**config.mk**
```make
export PLATFORM = sky130hd
export DESIGN_NAME = ps2_scan_decoder_flat
export DESIGN_NICKNAME = d
export VERILOG_FILES = /design/src/rtl/ps2_scan_decoder_if.sv /design/src/rtl/ps2_scan_decoder.sv /design/src/flat_wrapper.sv
export SDC_FILE = /design/constraint.sdc
export NUM_CORES = 1
export LEC_CHECK = 0
export BUFFER_PORTS_ARGS = -buffer_cell sky130_fd_sc_hd__buf_2
export CAP_MARGIN = 10
export CORE_AREA = 2 2 80 82
export CTS_BUF_LIST = sky130_fd_sc_hd__clkbuf_16
export DETAILED_ROUTE_END_ITERATION = 10
export DIE_AREA = 0 0 82 84
export PLACE_DENSITY_LB_ADDON = 0.12
export SYNTH_ARGS = -nofsm -noshare
export SYNTH_HDL_FRONTEND = slang
export SYNTH_SLANG_ARGS = --single-unit
export TNS_END_PERCENT = 5
```
**constraint.sdc**
```tcl
create_clock -name clk -period 6.5 [get_ports clk]
set_input_delay 0 -clock clk [delete_from_list [all_inputs] [get_ports clk]]
set_output_delay 0 -clock clk [all_outputs]
set_load 0.1 [all_outputs]
```
**src/rtl/ps2_scan_decoder_if.sv**
```systemverilog
// ps2_scan_decoder_if
//   Groups the byte input, key-event handshake and status signals of the
//   PS/2 scan-code decoder.
//   slave  : the decoder side (consumes bytes, produces events/status)
//   master : the driving side (receiver + keyboard application logic)
//   byte_in/byte_tick   : received data byte and its one-cycle strobe
//   ev_code/ev_ext/ev_brk/ev_valid/ev_ready : FWFT event handshake
//   overrun/ovr_clr     : sticky event-drop flag and its clear
//   proto_err           : one-cycle protocol error / timeout pulse
interface ps2_scan_decoder_if;
    logic [7:0] byte_in;
    logic       byte_tick;
    logic [7:0] ev_code;
    logic       ev_ext;
    logic       ev_brk;
    logic       ev_valid;
    logic       ev_ready;
    logic       overrun;
    logic       ovr_clr;
    logic       proto_err;

    modport slave (
        input  byte_in, byte_tick, ev_ready, ovr_clr,
        output ev_code, ev_ext, ev_brk, ev_valid, overrun, proto_err
    );

    modport master (
        output byte_in, byte_tick, ev_ready, ovr_clr,
        input  ev_code, ev_ext, ev_brk, ev_valid, overrun, proto_err
    );
endinterface

```
**src/rtl/ps2_scan_decoder.sv**
```systemverilog
// ps2_scan_decoder
//   Parses Set-2 scan-code byte sequences (plain, E0 extended, F0 break,
//   E0 F0 extended-break) into key events, buffered in a FWFT FIFO.
//   A watchdog returns the parser to IDLE if a prefix is left hanging.
//   clk   : system clock
//   reset : synchronous, active-high
//   bus   : ps2_scan_decoder_if.slave (bytes in, events/status out)
module ps2_scan_decoder #(
    parameter int DEPTH       = 4,
    parameter int TIMEOUT_CYC = 250000
) (
    input  logic                      clk,
    input  logic                      reset,
    ps2_scan_decoder_if.slave         bus
);
    localparam int AW = $clog2(DEPTH);
    localparam int CW = $clog2(TIMEOUT_CYC + 1);
    localparam logic [CW-1:0] TMO_LAST = CW'(TIMEOUT_CYC - 1);

    typedef enum logic [1:0] {IDLE, EXT, BRK, EXT_BRK} state_t;

    state_t        state, state_nx;
    logic [CW-1:0] tcnt;
    logic          timeout;
    logic          bad_byte, is_e0, is_f0, is_ignored;
    logic          push, err;
    logic [9:0]    push_ev;

    // FIFO storage: {ext, brk, code}
    logic [DEPTH-1:0][9:0] mem;
    logic [AW:0]           wr_ptr, rd_ptr;
    logic                  empty, full, pop;
    logic [9:0]            head;

    assign is_e0      = bus.byte_in == 8'hE0;
    assign is_f0      = bus.byte_in == 8'hF0;
    assign bad_byte   = bus.byte_in == 8'h00 || bus.byte_in == 8'hFF;
    // Keyboard status/ack bytes that carry no key information
    assign is_ignored = bus.byte_in inside {8'hAA, 8'hFA, 8'hEE, 8'hFE, 8'hE1};

    // A byte on the same cycle always wins over the watchdog
    assign timeout = (state != IDLE) && !bus.byte_tick && (tcnt == TMO_LAST);

    // ---------------- FSM: state register ----------------
    always_ff @(posedge clk) begin
        if (reset) state <= IDLE;
        else       state <= state_nx;
    end

    // ---------------- FSM: next state ----------------
    always_comb begin
        state_nx = state;
        if (bus.byte_tick) begin
            case (state)
                IDLE:    if (!bad_byte && is_e0)      state_nx = EXT;
                         else if (!bad_byte && is_f0) state_nx = BRK;
                EXT:     if (is_f0)      state_nx = EXT_BRK;
                         else if (!is_e0) state_nx = IDLE;
                BRK:     if (!is_f0)     state_nx = IDLE;
                default: state_nx = IDLE;
            endcase
        end else if (timeout) begin
            state_nx = IDLE;
        end
    end

    // ---------------- FSM: outputs (push / error) ----------------
    always_comb begin
        push    = 1'b0;
        push_ev = '0;
        err     = 1'b0;
        if (bus.byte_tick) begin
            if (bad_byte) begin
                err = 1'b1;
            end else begin
                case (state)
                    IDLE: if (!is_e0 && !is_f0 && !is_ignored) begin
                        push = 1'b1; push_ev = {2'b00, bus.byte_in};
                    end
                    EXT: if (!is_e0 && !is_f0) begin
                        push = 1'b1; push_ev = {2'b10, bus.byte_in};
                    end
                    BRK: if (is_e0) err = 1'b1;
                         else if (!is_f0) begin
                        push = 1'b1; push_ev = {2'b01, bus.byte_in};
                    end
                    default: if (is_e0 || is_f0) err = 1'b1;
                         else begin
                        push = 1'b1; push_ev = {2'b11, bus.byte_in};
                    end
                endcase
            end
        end else if (timeout) begin
            err = 1'b1;
        end
    end

    // ---------------- prefix watchdog ----------------
    always_ff @(posedge clk) begin
        if (reset || bus.byte_tick || state == IDLE || timeout) tcnt <= '0;
        else                                                    tcnt <= tcnt + CW'(1);
    end

    always_ff @(posedge clk) begin
        if (reset) bus.proto_err <= 1'b0;
        else       bus.proto_err <= err;
    end

    // ---------------- event FIFO (FWFT) ----------------
    assign empty = wr_ptr == rd_ptr;
    assign full  = (wr_ptr ^ rd_ptr) == {1'b1, {AW{1'b0}}};
    assign pop   = !empty && bus.ev_ready;

    // A pop on the same cycle frees the slot, so a full FIFO still accepts
    always_ff @(posedge clk) begin
        if (reset) begin
            wr_ptr <= '0;
            rd_ptr <= '0;
        end else begin
            if (push && (!full || pop)) begin
                mem[wr_ptr[AW-1:0]] <= push_ev;
                wr_ptr              <= wr_ptr + 1'b1;
            end
            if (pop) rd_ptr <= rd_ptr + 1'b1;
        end
    end

    always_ff @(posedge clk) begin
        if (reset)                     bus.overrun <= 1'b0;
        else if (push && full && !pop) bus.overrun <= 1'b1;
        else if (bus.ovr_clr)          bus.overrun <= 1'b0;
    end

    assign head         = empty ? 10'd0 : mem[rd_ptr[AW-1:0]];
    assign bus.ev_valid = !empty;
    assign bus.ev_ext   = head[9];
    assign bus.ev_brk   = head[8];
    assign bus.ev_code  = head[7:0];
endmodule
```
**src/flat_wrapper.sv**
```systemverilog
// flat-port wrapper written by rule: the top's interface ports become plain ports
module ps2_scan_decoder_flat 
#(
    parameter int DEPTH       = 4,
    parameter int TIMEOUT_CYC = 250000
)
  (clk, reset, bus_byte_in, bus_byte_tick, bus_ev_ready, bus_ovr_clr, bus_ev_code, bus_ev_ext, bus_ev_brk, bus_ev_valid, bus_overrun, bus_proto_err);
  ps2_scan_decoder_if bus_i ();
  input  logic clk;
  input  logic reset;
  input wire logic [$bits(bus_i.byte_in)-1:0] bus_byte_in;
  input wire logic [$bits(bus_i.byte_tick)-1:0] bus_byte_tick;
  input wire logic [$bits(bus_i.ev_ready)-1:0] bus_ev_ready;
  input wire logic [$bits(bus_i.ovr_clr)-1:0] bus_ovr_clr;
  output wire logic [$bits(bus_i.ev_code)-1:0] bus_ev_code;
  output wire logic [$bits(bus_i.ev_ext)-1:0] bus_ev_ext;
  output wire logic [$bits(bus_i.ev_brk)-1:0] bus_ev_brk;
  output wire logic [$bits(bus_i.ev_valid)-1:0] bus_ev_valid;
  output wire logic [$bits(bus_i.overrun)-1:0] bus_overrun;
  output wire logic [$bits(bus_i.proto_err)-1:0] bus_proto_err;
  assign bus_i.byte_in = bus_byte_in;
  assign bus_i.byte_tick = bus_byte_tick;
  assign bus_i.ev_ready = bus_ev_ready;
  assign bus_i.ovr_clr = bus_ovr_clr;
  assign bus_ev_code = bus_i.ev_code;
  assign bus_ev_ext = bus_i.ev_ext;
  assign bus_ev_brk = bus_i.ev_brk;
  assign bus_ev_valid = bus_i.ev_valid;
  assign bus_overrun = bus_i.overrun;
  assign bus_proto_err = bus_i.proto_err;
  ps2_scan_decoder #(.DEPTH(DEPTH), .TIMEOUT_CYC(TIMEOUT_CYC)) u_core (.clk(clk), .reset(reset), .bus(bus_i));
endmodule
```
==> metrics.yaml, run 1 <==
clock-sinks: 68
post_drt_wl_per_cell_um: 15.4
cts_buffers: 9
fillers: 526
syn_inst: 255
r2r_start: "u_core.rd_ptr[0]"
portBuffers: 25
synth_seq_cells: 68
syn_area_um2: 3150
drt_wl_total_um: 5610
place_ws_ns: 3.94
layout-drive-gt1-share_pct: 21.3
comb_power_share_pct: 24.2
vias_per_cell: 5.46
avgSynthCellArea_um2: 12.4
grt_overflow: 0
fin_ws_ns: 3.99
grt_antenna_before_repair: 0
crit_path_end_kind: "flip-flop"
drtPass1Iterations: 4
grt_pass1_wl_um: 9560
gp_congestion: 0.790
cts_resized: 0
post-route-period-util_pct: 38.7
crit_type: "reg -> reg"
rrSetupSlack_ns: 3.99
cts_buffer_depth: 2
dr_wl_met2_um: 2780
syn_nets: 274
final_util_pct: 60.0
synthFlopType: "edfxtp_1"
postCtsHoldBufs: 1
num_vias: 1988
cp.required_ns: 6.46
core_um2: 6100
hp-start: "bus_ovr_clr"
dieArea_um2: 6890
postLayoutCellArea_um2: 3660
cts_setup_buffers: 0
p_sw_share_pct: 33.3
slew_headroom_pct: 46.8
cp.arrival_ns: 2.47
worstHoldPathType: "in -> reg"
fin_worst_skew_ns: 0.00810
pwr-share-seq_pct: 37.2
layout.nets: 301
die_width_um: 82
grt_max_degree: 20
worst-path-max-fanout: 13
clk_pin_slew_ns: 0.05
final_hold_viol_count: 0
start_util_pct: 51.7
placementRows: 29
synth-seq-area-share_pct: 55.9
fmax_mhz: 398
yosys_warnings: 0
worstHoldEndpoint: "u_core.bus.overrun"
grt.total_usage_pct: 18.7
top_layer: "met4"
root_buffer: "clkbuf_16"
synth-edff-count: 40
p_switching_uw: 437
tightest_slew_ns: 0.796
p_leak_uw: 0.00137
cts_tree: "built"
cts_max_level: 3
place_area_um2: 3330
r2r_end: "u_core.mem[5]"
fin_crit_ns: 2.51
holdPathStages: 3
drc: 0
power.share.clock_pct: 38.5
max_cap_viol_count: 0
wl_met1_um: 2590
syn_to_final_growth_pct: 15.9
worstRegToRegCells: 5
die_h_um: 84
clk_latency_ns: 0.32
fin_tns_setup_ns: 0
worst_setup_path_start_kind: "flip-flop"
async_flop_share_pct: 0
internal_power_uw: 876
drv_slew: 0
io_pins: 26
drtAntennaViolNets: 0
finalSetupViolations: 0
rsz0062_at_grt: "false"
route.met3.wl_um: 179
drtIter0Drc: 107
antenna_cells: 0
hpwl_um: 4050
ys_types: 51
outcome: "complete, no violations"
timing.hold.ws_ns: 0.0131
ir_worst_vdd_v: 0.000228
grt_pass1_vias: 1992
power.density_nw_per_um2: 359
kinds of logic (layout without fill, tap and decap cells):
logic type,after synthesis,count (layout),share of synthesized area [%]
xor gates and xnor gates,22,22,6.11
AOI/OAI and AO/OA,22,22,5.75
adders and majority gates,6,6,2.38
buffers and inverters,16,48,2.26
and+or+nand+nor,107,107,19.0
muxes,14,14,8.61
DFF,68,68,55.9
final cells by class:
class	instances	area (um2)	area share (%)
Multi-Input combinational cell	171	1320	36.1
Timing Repair Buffer	27	143	3.90
Clock buffer	9	225	6.16
Tap cell	77	96.3	2.63
Inverter	5	18.8	0.513
Clock inverter	7	91.3	2.50
Sequential cell	68	1760	48.2
layout by cell type, fill, tap and decap left out, types with 8 or more instances in the layout:
cell and n:
edfxtp_1 40, nor2_1 32, mux4_2 10, nand3_1 8, xnor2_1 8, dfxtp_1 28, xor2_1 14, clkbuf_16 9
buf_2 25, nand2_1 9, and2_1 18
through the flow:
step,total power [uW],std cells
2_1_floorplan,773,255
3_3_place_gp,818,347
3_5_place_dp,820,347
4_1_cts,1330,364
5_1_grt,1360,364
6_report,1310,364
power by group through the flow:
stage / logic, uW / registers [uW] / clock network, uW
5_1_grt: 336 / 493 / 535
6_report: 319 / 489 / 506
3_5_place_dp: 320 / 499 / 0
4_1_cts: 321 / 490 / 515
2_1_floorplan: 290 / 483 / 0
3_3_place_gp: 319 / 498 / 0
worst max path at each step:
stage / startpoint / end / slack, ns / cells past startpoint
6_report: u_core.rd_ptr[0] / u_core.mem[5] / 3.99 / 5
5_1_grt: u_core.rd_ptr[0] / u_core.mem[18] / 3.69 / 5
4_1_cts: u_core.rd_ptr[0] / u_core.mem[13] / 3.91 / 5
3_5_place_dp: u_core.rd_ptr[0] / u_core.mem[11] / 3.94 / 5
3_3_place_gp: u_core.rd_ptr[0] / u_core.mem[10] / 4.03 / 5
2_1_floorplan: u_core.wr_ptr[2] / bus_ev_brk / 3.98 / 4
state kept, by name, summed over array words and instances, names as in the netlist:
name	count
u_core.bus.overrun	1
u_core.rd_ptr	3
u_core.mem	40
u_core.tcnt	18
u_core.state	2
u_core.bus.proto_err	1
u_core.wr_ptr	3
cell usage after synthesis, types with 3 or more instances:
| master | count | area [um2] |
|---|---|---|
| xor2_1 | 14 | 123 |
| and2_1 | 18 | 113 |
| nand4_1 | 5 | 31.3 |
| and3_1 | 7 | 43.8 |
| a21oi_1 | 6 | 30.0 |
| nand2_1 | 9 | 33.8 |
| and3b_1 | 3 | 26.3 |
| xnor2_1 | 8 | 70.1 |
| dfxtp_1 | 28 | 561 |
| inv_1 | 5 | 18.8 |
| and4_1 | 3 | 26.3 |
| clkbuf_1 | 6 | 22.5 |
| edfxtp_1 | 40 | 1200 |
| ha_1 | 6 | 75.1 |
| mux4_2 | 10 | 225 |
| buf_2 | 3 | 15.0 |
| nand3_1 | 8 | 40.0 |
| nor2_1 | 32 | 120 |
metal layers:
metal,vias up,track usage [%]
met5,-,0
met4,0,6.82
met3,6,5.19
met2,29,29.2
met1,962,24.7
li1,991,-
worst max-delay path, stage by stage, from the launching register on:
cell,delay (ns)
dfxtp_1,0.83
xnor2_1,0.17
nand4b_1,0.19
o211ai_1,0.14
a21oi_2,0.27
and3b_1,0.54
No activity file was read; power rests on OpenSTA's default activity.
==> run 2: changes to the inputs <==
CORE_AREA = 2 2 81 83   (was 2 2 80 82)
DIE_AREA = 0 0 83 85   (was 0 0 82 84)
clock period = 2.25 ns   (was 6.5 ns; I/O delays follow)
==> metrics.yaml, run 2 (synthesized netlist as in run 1, its figures left out) <==
grt_antenna_before_repair: 0  # unchanged
worst_setup_path_start_kind: "flip-flop"
drv_slew: 0  # unchanged
slew_headroom_pct: 63.9  # +17 points
place_area_um2: 3440  # +3.3%
vias_per_cell: 5.38  # -1.5%
fillers: 517  # -1.7%
crit_path_end_kind: "flip-flop"
crit_type: "reg -> reg"
dieArea_um2: 7060  # +2.4%
cp_top_family: "simple AND/OR/NAND/NOR gates"
worstHoldPathType: "in -> reg"
worst-path-max-fanout: 10  # -3
grt_pass1_wl_um: 9590  # +0.29%
grt_overflow: 0  # unchanged
root_buffer: "clkbuf_16"
clk_latency_ns: 0.32  # about the same
fin_ws_ns: 0.241  # -3.74 ns
portBuffers: 25  # unchanged
drc: 0  # unchanged
largest_reg_flops: 40  # unchanged
ir_worst_vdd_v: 0.000685  # +200%
drtAntennaViolNets: 0  # unchanged
power.density_nw_per_um2: 1010  # +180%
fin_worst_skew_ns: 0.00873  # +0.000632 ns
die_width_um: 83  # +1.2%
postLayoutCellArea_um2: 3740  # +2.4%
p_leak_uw: 0.00141  # +3.1%
finalSetupViolations: 0  # unchanged
clock-sinks: 68  # unchanged
start_util_pct: 50.8  # -0.91 points
layout_commonest_cell: "edfxtp_1"
cts_tree: "built"
outcome: "complete, no violations"
hpwl_um: 4130  # +2.2%
layout-drive-gt1-share_pct: 23.1  # +1.9 points
syn_to_final_growth_pct: 18.7
die_h_um: 85  # +1.2%
crit_chain: "and2_1, a21oi_1, o211ai_1, a21oi_2, and3b_1"
io_pins: 26  # unchanged
drtPass1Iterations: 4  # unchanged
cts_max_level: 3  # unchanged
cts_setup_buffers: 0  # unchanged
layout.nets: 308  # +2.3%
cts_buffer_depth: 2  # unchanged
gp_congestion: 0.804  # +1.8%
grt.total_usage_pct: 17.7  # -1.0 points
cpPeakStageDelay_ns: 0.53  # -0.30 ns
slowest_stage: "and3b_1"
max_cap_viol_count: 0  # unchanged
tightest_slew_ns: 0.541  # -0.255 ns
drt_wl_total_um: 5790  # +3.2%
antenna_cells: 0  # unchanged
cp.arrival_ns: 1.96  # -0.51 ns
post_drt_wl_per_cell_um: 15.6  # +1.3%
path_buf_inv: 0  # unchanged
grt_max_degree: 20  # unchanged
post-route-period-util_pct: 89.3  # +51 points
cp.required_ns: 2.20  # -4.26 ns
core_um2: 6200  # +1.8%
fin_crit_ns: 2.01  # -0.505 ns
final_hold_viol_count: 0  # unchanged
clk_pin_slew_ns: 0.05  # about the same
grt_pass1_vias: 1989  # -0.15%
place_ws_ns: 0.166  # -3.77 ns
rsz0062_at_grt: "false"
fmax_mhz: 498  # +25%
num_vias: 1995  # +0.35%
layout_common_cells: "edfxtp_1, nor2_1, dfxtp_1, buf_2, and2_1"
placementRows: 29  # unchanged
cts_buffers: 9  # unchanged
drtIter0Drc: 121  # +13%
-- run 2: cell types whose count changed in the layout (fill, tap and decap cells not counted), sizes merged --
cell      previous run  this run
bufinv               2         1
buf                 26        33
clkinv               5         4
clkinvlp             0         1
inv                  5         6
-- run 2: per-layer routing --
| metal | GRT usage, % | vias up | wire [um] |
|---|---|---|---|
| li1 | - | 1001 | - |
| met2 | 29.6 | 33 | 2860 |
| met5 | 0 | - | 0 |
| met3 | 4.86 | 9 | 193 |
| met4 | 8.05 | 0 | 90 |
| met1 | 21.4 | 952 | 2650 |
-- run 2: metrics by stage --
step / cells / utilization [%] / hold slack (ns) / TNS (ns) / total power [uW]
global placement: 354 / 55.5 / 0.277 / 0 / 2450
global route: 371 / 60.4 / 0.0714 / 0 / 3920
floorplan: 255 / - / 0.0990 / -1.48 / 2230
finish: 371 / 60.4 / 0.0357 / 0 / 3780
detailed placement: 354 / 55.5 / 0.269 / 0 / 2460
CTS: 371 / 60.4 / 0.0289 / 0 / 3820
-- run 2: worst paths after layout --
path,startpoint,depth (start not counted),to,slack [ns]
setup / recovery,u_core.state[0],5,u_core.mem[7],0.24
hold reg to reg,u_core.tcnt[0],1,u_core.tcnt[0],0.47
setup reg to reg,u_core.state[0],5,u_core.mem[7],0.24
hold / removal,bus_ovr_clr,3,u_core.bus.overrun,0.04
-- run 2: final cells by class --
class                   count  area, um2  share of cell area (%)
clock inverters             7       68.8                    1.84
repair buffers             34        253                    6.75
multi-input cells         171       1320                    35.3
well taps                  77       96.3                    2.57
inverters                   5       18.8                   0.501
clock buffers               9        225                    6.01
flip-flops and latches     68       1760                    47.0
-- run 2: tightest hold or removal path, stage by stage --
cell	delay (ns)
buf_2	0.09
nor2_1	0.09
a22o_1	0.14
-- run 2: repair_timing --
action                                  in CTS  in global routing
endpoints found under the setup margin       0                  0
hold buffers                                 1                  0
resized for setup                            0                  0
endpoints found under the hold margin        1                  0
-- run 2: power breakdown --
| group | internal (uW) | total [uW] | switching [uW] |
|---|---|---|---|
| Clock | 852 | 1360 | 504 |
| Combinational | 289 | 1060 | 766 |
| Sequential | 1350 | 1370 | 16.9 |
| Total | 2490 | 3780 | 1290 |
